--- src/rtl/tt_uart_tx_if.sv ---
// tt_uart_tx_if: byte handshake between user logic and the UART transmitter FIFO.
//   data_in    : byte offered for transmission
//   data_valid : data_in is valid this cycle
//   data_ready : transmitter FIFO can accept a byte this cycle
// master = byte producer, slave = tt_uart_tx.
interface tt_uart_tx_if;

    logic [7:0] data_in;
    logic       data_valid;
    logic       data_ready;

    modport master (
        output data_in,
        output data_valid,
        input  data_ready
    );

    modport slave (
        input  data_in,
        input  data_valid,
        output data_ready
    );

endinterface

--- src/rtl/tt_uart_tx.sv ---
// tt_uart_tx: 8N1 asynchronous serial transmitter fed by a small byte FIFO.
//   clk        : single clock, rising edge
//   reset      : asynchronous, active-high
//   bus        : slave side of the byte handshake (data_in/data_valid/data_ready)
//   tx         : registered serial line, idles high
//   busy       : registered, high while a frame is in progress
//   fifo_count : queued bytes, excluding the byte being shifted
module tt_uart_tx #(
    parameter int unsigned CLKS_PER_BIT = 16,
    parameter int unsigned FIFO_DEPTH   = 4
) (
    input  logic                          clk,
    input  logic                          reset,
    tt_uart_tx_if.slave                   bus,
    output logic                          tx,
    output logic                          busy,
    output logic [$clog2(FIFO_DEPTH):0]   fifo_count
);

    localparam int unsigned PW = $clog2(FIFO_DEPTH);
    localparam int unsigned CW = PW + 1;
    localparam int unsigned TW = (CLKS_PER_BIT > 2) ? $clog2(CLKS_PER_BIT) : 1;
    localparam logic [TW-1:0] TIMER_LAST = TW'(CLKS_PER_BIT - 1);
    localparam logic [CW-1:0] COUNT_FULL = CW'(FIFO_DEPTH);

    typedef enum logic [1:0] {
        IDLE  = 2'd0,
        START = 2'd1,
        DATA  = 2'd2,
        STOP  = 2'd3
    } state_t;

    // FIFO storage and pointers
    logic [7:0]    mem [FIFO_DEPTH];
    logic [PW-1:0] wr_ptr_q;
    logic [PW-1:0] rd_ptr_q;
    logic [CW-1:0] count_q;
    logic [CW-1:0] count_d;
    logic          ready;
    logic          push;
    logic          pop;
    logic          fifo_nonempty;

    // Transmit state
    state_t        state_q;
    state_t        state_d;
    logic [7:0]    shift_q;
    logic [7:0]    shift_d;
    logic [2:0]    bit_q;
    logic [2:0]    bit_d;
    logic [TW-1:0] timer_q;
    logic [TW-1:0] timer_d;
    logic          tx_d;
    logic          busy_d;
    logic          timer_end;

    // Ready depends only on the registered count, so no push can sneak in
    // on the edge where a full FIFO is popped.
    assign ready          = (count_q < COUNT_FULL);
    assign bus.data_ready = ready;
    assign push           = bus.data_valid && ready;
    assign fifo_nonempty  = (count_q != '0);
    assign timer_end      = (timer_q == TIMER_LAST);
    assign fifo_count     = count_q;

    // FIFO byte storage; contents need no reset because count gates reads
    always_ff @(posedge clk) begin
        if (push) begin
            mem[wr_ptr_q] <= bus.data_in;
        end
    end

    // FIFO occupancy update
    always_comb begin
        count_d = count_q;
        unique case ({push, pop})
            2'b10:   count_d = count_q + CW'(1);
            2'b01:   count_d = count_q - CW'(1);
            default: count_d = count_q;
        endcase
    end

    // FIFO pointers and count
    always_ff @(posedge clk or posedge reset) begin
        if (reset) begin
            wr_ptr_q <= '0;
            rd_ptr_q <= '0;
            count_q  <= '0;
        end else begin
            if (push) begin
                wr_ptr_q <= wr_ptr_q + PW'(1);
            end
            if (pop) begin
                rd_ptr_q <= rd_ptr_q + PW'(1);
            end
            count_q <= count_d;
        end
    end

    // Transmit FSM state register and registered outputs
    always_ff @(posedge clk or posedge reset) begin
        if (reset) begin
            state_q <= IDLE;
            shift_q <= '0;
            bit_q   <= '0;
            timer_q <= '0;
            tx      <= 1'b1;
            busy    <= 1'b0;
        end else begin
            state_q <= state_d;
            shift_q <= shift_d;
            bit_q   <= bit_d;
            timer_q <= timer_d;
            tx      <= tx_d;
            busy    <= busy_d;
        end
    end

    // Transmit FSM next-state and output logic
    always_comb begin
        state_d = state_q;
        shift_d = shift_q;
        bit_d   = bit_q;
        timer_d = timer_q;
        tx_d    = tx;
        pop     = 1'b0;

        unique case (state_q)
            IDLE: begin
                tx_d = 1'b1;
                if (fifo_nonempty) begin
                    pop     = 1'b1;
                    shift_d = mem[rd_ptr_q];
                    tx_d    = 1'b0;
                    timer_d = '0;
                    state_d = START;
                end
            end

            START: begin
                if (timer_end) begin
                    timer_d = '0;
                    tx_d    = shift_q[0];
                    bit_d   = '0;
                    state_d = DATA;
                end else begin
                    timer_d = timer_q + TW'(1);
                end
            end

            DATA: begin
                if (timer_end) begin
                    timer_d = '0;
                    if (bit_q == 3'd7) begin
                        tx_d    = 1'b1;
                        state_d = STOP;
                    end else begin
                        // Next bit is shift[1] before the shift takes effect
                        shift_d = shift_q >> 1;
                        tx_d    = shift_q[1];
                        bit_d   = bit_q + 3'd1;
                    end
                end else begin
                    timer_d = timer_q + TW'(1);
                end
            end

            STOP: begin
                if (timer_end) begin
                    timer_d = '0;
                    if (fifo_nonempty) begin
                        // Back-to-back: start bit begins as stop bit ends
                        pop     = 1'b1;
                        shift_d = mem[rd_ptr_q];
                        tx_d    = 1'b0;
                        state_d = START;
                    end else begin
                        tx_d    = 1'b1;
                        state_d = IDLE;
                    end
                end else begin
                    timer_d = timer_q + TW'(1);
                end
            end

            default: begin
                state_d = IDLE;
                tx_d    = 1'b1;
                timer_d = '0;
            end
        endcase

        busy_d = (state_d != IDLE);
    end

endmodule

--- src/flat_wrapper.sv ---
// flat-port wrapper written by rule: the top's interface ports become plain ports
module tt_uart_tx_flat 
#(
    parameter int unsigned CLKS_PER_BIT = 16,
    parameter int unsigned FIFO_DEPTH   = 4
)
  (clk, reset, tx, busy, fifo_count, bus_data_in, bus_data_valid, bus_data_ready);
  tt_uart_tx_if bus_i ();
  input  logic clk;
  input  logic reset;
  output logic tx;
  output logic busy;
  output logic [$clog2(FIFO_DEPTH):0] fifo_count;
  input wire logic [$bits(bus_i.data_in)-1:0] bus_data_in;
  input wire logic [$bits(bus_i.data_valid)-1:0] bus_data_valid;
  output wire logic [$bits(bus_i.data_ready)-1:0] bus_data_ready;
  assign bus_i.data_in = bus_data_in;
  assign bus_i.data_valid = bus_data_valid;
  assign bus_data_ready = bus_i.data_ready;
  tt_uart_tx #(.CLKS_PER_BIT(CLKS_PER_BIT), .FIFO_DEPTH(FIFO_DEPTH)) u_core (.clk(clk), .reset(reset), .bus(bus_i), .tx(tx), .busy(busy), .fifo_count(fifo_count));
endmodule
--- config.mk ---
export PLATFORM = sky130hd
export DESIGN_NAME = tt_uart_tx_flat
export DESIGN_NICKNAME = d
export VERILOG_FILES = /design/src/rtl/tt_uart_tx_if.sv /design/src/rtl/tt_uart_tx.sv /design/src/flat_wrapper.sv
export SDC_FILE = /design/constraint.sdc
export NUM_CORES = 1
export LEC_CHECK = 0
export CELL_PAD_IN_SITES_DETAIL_PLACEMENT = 0
export CELL_PAD_IN_SITES_GLOBAL_PLACEMENT = 2
export CORE_ASPECT_RATIO = 0.5
export CORE_UTILIZATION = 46
export CTS_CLUSTER_DIAMETER = 30
export CTS_CLUSTER_SIZE = 30
export DETAILED_ROUTE_END_ITERATION = 12
export PLACE_DENSITY = 0.85
export SLEW_MARGIN = 30
export SYNTH_ARGS = -nofsm -noshare
export SYNTH_HDL_FRONTEND = slang
export SYNTH_SLANG_ARGS = --single-unit
export TNS_END_PERCENT = 100
--- constraint.sdc ---
create_clock -name clk -period 3.35 [get_ports clk]
set_clock_uncertainty 0.05 [all_clocks]
set_input_delay 0.67 -clock clk [delete_from_list [all_inputs] [get_ports clk]]
set_output_delay 0.67 -clock clk [all_outputs]
set_load 0.02 [all_outputs]
After elaboration in Yosys (flattened, before gate mapping). Memories as Yosys holds them, arrays and structs flattened. Cells that the tools add are included.

Register bits: 26. Output and inout port bits: 6. Input port bits: 11. Memory bits (writable): 32. Memories: 1. Word-level logic and storage cells: 71.

Memory list: u_core.mem (words 4, width 8, read ports 1, clocked after Yosys merged registers in 0, wr ports 1, line tt_uart_tx.sv:34) `logic [7:0] mem [FIFO_DEPTH];`.

Mux-type cells: 31. Magnitude comparators: 1. Equality and inequality tests: 12. Add/sub/neg operators: 6. Reductions and logical operators: 11.

Operators with widths (number): 2-to-1 mux 8 bit (4); one-hot mux 8 bit (3 select lines) (1); one-hot mux 3 bit (2 select lines) (2); 2-to-1 mux 1 bit (10); 2-to-1 mux 2 bit (5); 2-to-1 mux 3 bit (3); 2-to-1 mux 4 bit (2); inequality test 2 x 1 -> 1 bit, second input constant (4); one-hot mux 2 bit (4 select lines) (1); one-hot mux 4 bit (2 select lines) (1); AND reduction 4 bit (2); adder 3 x 1 -> 3 bit, second input constant (2); equality test 2 bit, second input constant (3); nonzero test 2 bit (3); nonzero test 3 bit (2); adder 2 x 1 -> 2 bit, second input constant (2); adder 4 x 1 -> 4 bit, second input constant (1); equality test 2 x 1 -> 1 bit, second input constant (2); equality test 4 bit, second input constant (1); one-hot mux 1 bit (4 select lines) (1); equality test 3 bit, second input constant (1); < comparator 3 bit, second input constant (1); AND reduction 3 bit (1); OR reduction 3 bit (1); 5 further kinds (5).

Longest topological paths before layout.
Depth after elaboration: 6. Depth in mapped cells: 10. Gate-level depth less buffers: 10.

Worst setup path after synthesis. No wires, ideal clock.

Kind: reg-to-reg. Start point: reg u_core.state_q[1]. End point: reg u_core.count_q[2] (netlist: u_core.fifo_count[2]). Path slack: 1090 ps. Arrival: 2130 ps. Library setup time: 81 ps. Path buffers: 0. Data required time: 3219 ps. Period minus slack after synthesis: 2260 ps. Stages on the path, launching flop included: 10. Cell sequence: dfrtp_1 > inv_1 > ha_1 > nor3_1 > ha_1 > inv_1 > fa_1 > xor2_1 > nor2_1 > xnor2_1.

Cells in the longest elaborated chain, start to end: 4. Elaborated cells on any way between the ends: 7. Those cells by class: eq/ne: 3; mux: 2; reduce/logical: 2.

Ends and longest elaborated chain: from (decl) (line tt_uart_tx.sv:45) `state_t state_q;`; from (signal assigned) (line tt_uart_tx.sv:110) `state_q <= state_d;`; equality test 2 bit / logical NOT 2 bit (equally long branches) (line tt_uart_tx.sv:128) `unique case (state_q)`; one-hot mux 1 bit (2 select lines) (*) (line tt_uart_tx.sv:128); via u_core.pop (line tt_uart_tx.sv:41) `logic pop;`; equality test 2 x 1 -> 1 bit / equality test 2 bit (equally long branches) (line tt_uart_tx.sv:76) `unique case ({push, pop})`; one-hot mux 3 bit (2 select lines) / nonzero test 2 bit (equally long branches); to (signal assigned) (line tt_uart_tx.sv:96) `count_q <= count_d;`; to (decl) (line tt_uart_tx.sv:37) `logic [CW-1:0] count_q;`.

The timed path passes the listed nets; every way through them passes the cells marked *. A chain may end at the register's enable or synchronous reset.

Worst setup path after layout. Same ends and word-level chain as after synthesis.

==> results.env <==
RESULT_OF_THE_RUN='completed'
ROUTE.ANTENNA.REMAINING_NETS=0
FP.DIEH_UM=56.7
MOST_USED_FLIP_FLOP_CELL_AFTER_SYNTHESIS='sky130_fd_sc_hd__edfxtp_1'
REQUIRED_NS=3.55
MAXSLEWHEADROOM_PCT=47.0
FINAL-MAX-SLEW-VIOLATION-COUNT=0
FIN_SETUP_TNS_NS=0
DIODES=0
WORST_SETUP_PATH_START_KIND='flip-flop'
TRACK_USAGE_PCT=17.2
SYNTH.TOP_CELLS.BY_AREA='sky130_fd_sc_hd__edfxtp_1, sky130_fd_sc_hd__dfrtp_1, sky130_fd_sc_hd__mux2_2, sky130_fd_sc_hd__ha_1, sky130_fd_sc_hd__mux4_1'
MAX-CAP-VIOLATIONS=0
SYNTH_TOP_AREA_CELL='sky130_fd_sc_hd__edfxtp_1'
GRT_FIRST_PASS_WIRELENGTH_MM=7.66
SYNTH_CELL_AREA_UM2=2750
LAYOUT-AREA-OVERHEAD-VS-SYNTH_PCT=18.1
POSTROUTEWIRELENGTH_MM=4.48
WORST-ENDPOINT-ARRIVAL_NS=2.77
CLKTRANSATPATHREGS_NS=0.05
GR-TOTAL-OVERFLOW=0
FP.DIEW_UM=111
CRIT_FANOUT=5
SYNTH_ASYNC_SR_FLOP_SHARE_PCT=44.8
REPORT.POWER.TOTAL_mW=2.84
PLACED_CELLS_INCL_TAPS=263
CRITPATHSLOWESTCELL='sky130_fd_sc_hd__nor3_1'
IO-PIN-COUNT=17
CELLPOWERDENSITY_nW_PER_UM2=874
MOST_COMMON_LIBRARY_CELL_IN_THE_LAYOUT_IGNORING_FILL_AND_TAPS='sky130_fd_sc_hd__edfxtp_1'
CTS_ROOT_BUF='sky130_fd_sc_hd__clkbuf_16'
FINAL_CELL_COUNT_NO_FILL=279
POST-ROUTE-WORST-SETUP-SLACK_NS=0.779
INITIAL_ANTENNA_VIOLATION_COUNT=0
HOLD_VIOL=0
DRT_ITER0_MARKERS=90
GRT_START_MAX_NET_PINS=27
POST_SYNTH_INST_COUNT=180
SYNTH_CELL_TYPES=44
POST_CTS_BUFFERS=0
CP_ENDPOINT_KIND='flip-flop'
CTS_BUFFERS=9
FINAL_NET_COUNT=226
CRIT_TYPE='flip-flop to flip-flop'
LAYOUT.CORE_UTILIZATION_PCT=57.9
YOSYS_WARNINGS=0
DRIVE_GT1_SHARE_PCT=19.4
DRT_DRC_VIOLATIONS_LEFT=0
TIGHTEST_SLEW_NS=0.794
TRITONCTS_CLOCK_TREE='done'
MINIMUM_CLOCK_PERIOD_NS=2.57
FF_LATCH_AREA_UM2=1610
SETUP_VIOL=0
ROUTED_WIRE_LENGTH_PER_INSTANCE_UM=16.1
CRITPATHMAXSTAGEDELAY_NS=0.48
SYNTH_EDF_COUNT=32
SYNTHESIS.NETS=205
LAYOUT.CELLS.MOST_COMMON_LIST='sky130_fd_sc_hd__edfxtp_1, sky130_fd_sc_hd__dfrtp_1, sky130_fd_sc_hd__clkdlybuf4s50_1'
DRT_PRE_ANTENNA_ITERS=4
CTS.PATH.MAX_BUFFERS=2
ROUTED-VIA-COUNT=1475
IR_WORST_VDD_mV=0.535
SYNTH.FF_LATCH_COUNT=58
PLACEMENTROWS=19
NETLIST.AREA_LEADER.SHARE_PCT=34.9
CORE_UM2=5610
CTS_MAX_LEVEL=3
MAX_CLOCK_FREQ_MHz=389
PORT-BUFFER-COUNT=16
NUM-FILL-CELLS=448
MIN_PATH_TYPE='flip-flop to flip-flop'
CTS-RESIZED-GATES=0
GRT_SETUP_UNREPAIRED='false'
DETAIL_ROUTE.VIAS_PER_CELL=5.29
P_LEAK_nW=1.27
SYNTH_SEQ_AREA_SHARE_PCT=58.6
TRITONCTS_NUM_SINKS=58
CTS.HOLD.BUFFERS_ADDED=0
GP_CONGESTION=0.770
DPL.HPWL_MM=3.02
SHARE_OF_THE_CYCLE_NEEDED_BY_THE_CRITICAL_PATH_AFTER_ROUTING_PCT=76.8
MULTI_INPUT_AREA_UM2=1040
PRE_CTS_WS_NS=0.805
INSERTION_DELAY_NS=0.32
VIA_COUNT_OF_THE_FIRST_GLOBAL_ROUTING_PASS=1550
CRIT_PATH_CELL_TRACE='inv_1, ha_1, nor3_1, ha_1, inv_1, fa_1, xor2_1, nor2_1, xnor2_1'
SYN_AREA_PER_CELL_UM2=15.3
DIE_AREA_UM2=6310
INITIAL_CORE_UTIL_PCT=49.0
## power by group
group	switching [mW]	internal (mW)	total [mW]
registers	0.174	0.956	1.13
logic	0.377	0.458	0.835
clock network	0.305	0.568	0.873
## worst paths after layout
| path | startpoint | to | slack, ns | depth (start not counted) |
|---|---|---|---|---|
| min in group asynchronous | reset | u_core.fifo_count[0] | 0.66 | 3 |
| max | u_core.state_q[1] | u_core.fifo_count[2] | 0.78 | 9 |
| max in group asynchronous | reset | u_core.tx | 2.29 | 3 |
| max reg2reg | u_core.state_q[1] | u_core.fifo_count[2] | 0.78 | 9 |
| min | u_core.shift_q[7] | u_core.shift_q[7] | 0.46 | 1 |
| min reg2reg | u_core.shift_q[7] | u_core.shift_q[7] | 0.46 | 1 |
## critical path, delay by kind of cell, from the launching register on
family,cells,cell delay [ns]
fa+ha+maj,3,0.99
simple gates,2,0.59
flops,1,0.42
xor+xnor,2,0.27
buf+inv,2,0.18
## per-layer routing
metal	vias up	track usage, %	wire, um	part of all wire (%)
li1	726	-	-	-
met1	723	21.4	2150	48
met2	22	25.1	2070	46
met3	4	9.07	218	4.9
met4	0	6.95	42	0.94
met5	-	0	0	0
## logic make-up after synthesis
family	after synthesis	synth area share, %
DFF	58	58.6
and+or+nand+nor	34	7.73
muxes	26	15.0
AOI/OAI and AO/OA	23	6.73
buffers and inverters	19	3.41
adders and majority gates	14	6.64
xor gates and xnor gates	6	1.91
## Yosys cell counts, types with 2 or more instances
cell	n
sky130_fd_sc_hd__and2_1	4
sky130_fd_sc_hd__o31ai_1	2
sky130_fd_sc_hd__inv_1	12
sky130_fd_sc_hd__a21oi_1	4
sky130_fd_sc_hd__xnor2_1	4
sky130_fd_sc_hd__nand3_1	3
sky130_fd_sc_hd__mux4_2	2
sky130_fd_sc_hd__nor3_1	4
sky130_fd_sc_hd__mux4_1	6
sky130_fd_sc_hd__clkbuf_1	4
sky130_fd_sc_hd__o21ai_0	7
sky130_fd_sc_hd__nand2_1	7
sky130_fd_sc_hd__xor2_1	2
sky130_fd_sc_hd__dfrtp_1	25
sky130_fd_sc_hd__nor2_1	4
sky130_fd_sc_hd__ha_1	13
sky130_fd_sc_hd__mux2_2	15
sky130_fd_sc_hd__mux2_4	2
sky130_fd_sc_hd__a22o_1	2
sky130_fd_sc_hd__edfxtp_1	32
sky130_fd_sc_hd__buf_6	3
## cell type report
| type | count | area share [%] |
|---|---|---|
| Clock buffer | 10 | 7.05 |
| Clock inverter | 6 | 1.77 |
| Sequential cell | 58 | 49.7 |
| Tap cell | 73 | 2.81 |
| Multi-Input combinational cell | 103 | 32.2 |
| Inverter | 12 | 1.39 |
| Timing Repair Buffer | 17 | 5.16 |
## sequential cells by signal, summed over array words and instances, names as in the netlist
signal	cells
u_core.bit_q	3
u_core.fifo_count	3
u_core.tx	1
u_core.mem	32
u_core.rd_ptr_q	2
u_core.timer_q	4
u_core.state_q	2
u_core.shift_q	8
u_core.busy	1
u_core.wr_ptr_q	2
## per-stage QoR
step / hold WS, ns / cell area (um^2)
after floorplan: 0.424 / 2750
after global placement: 0.432 / 2960
after detailed placement: 0.443 / 2960
after CTS: 0.455 / 3250
after global routing: 0.475 / 3250
final: 0.456 / 3250
No activity file was read; power rests on OpenSTA's default activity.
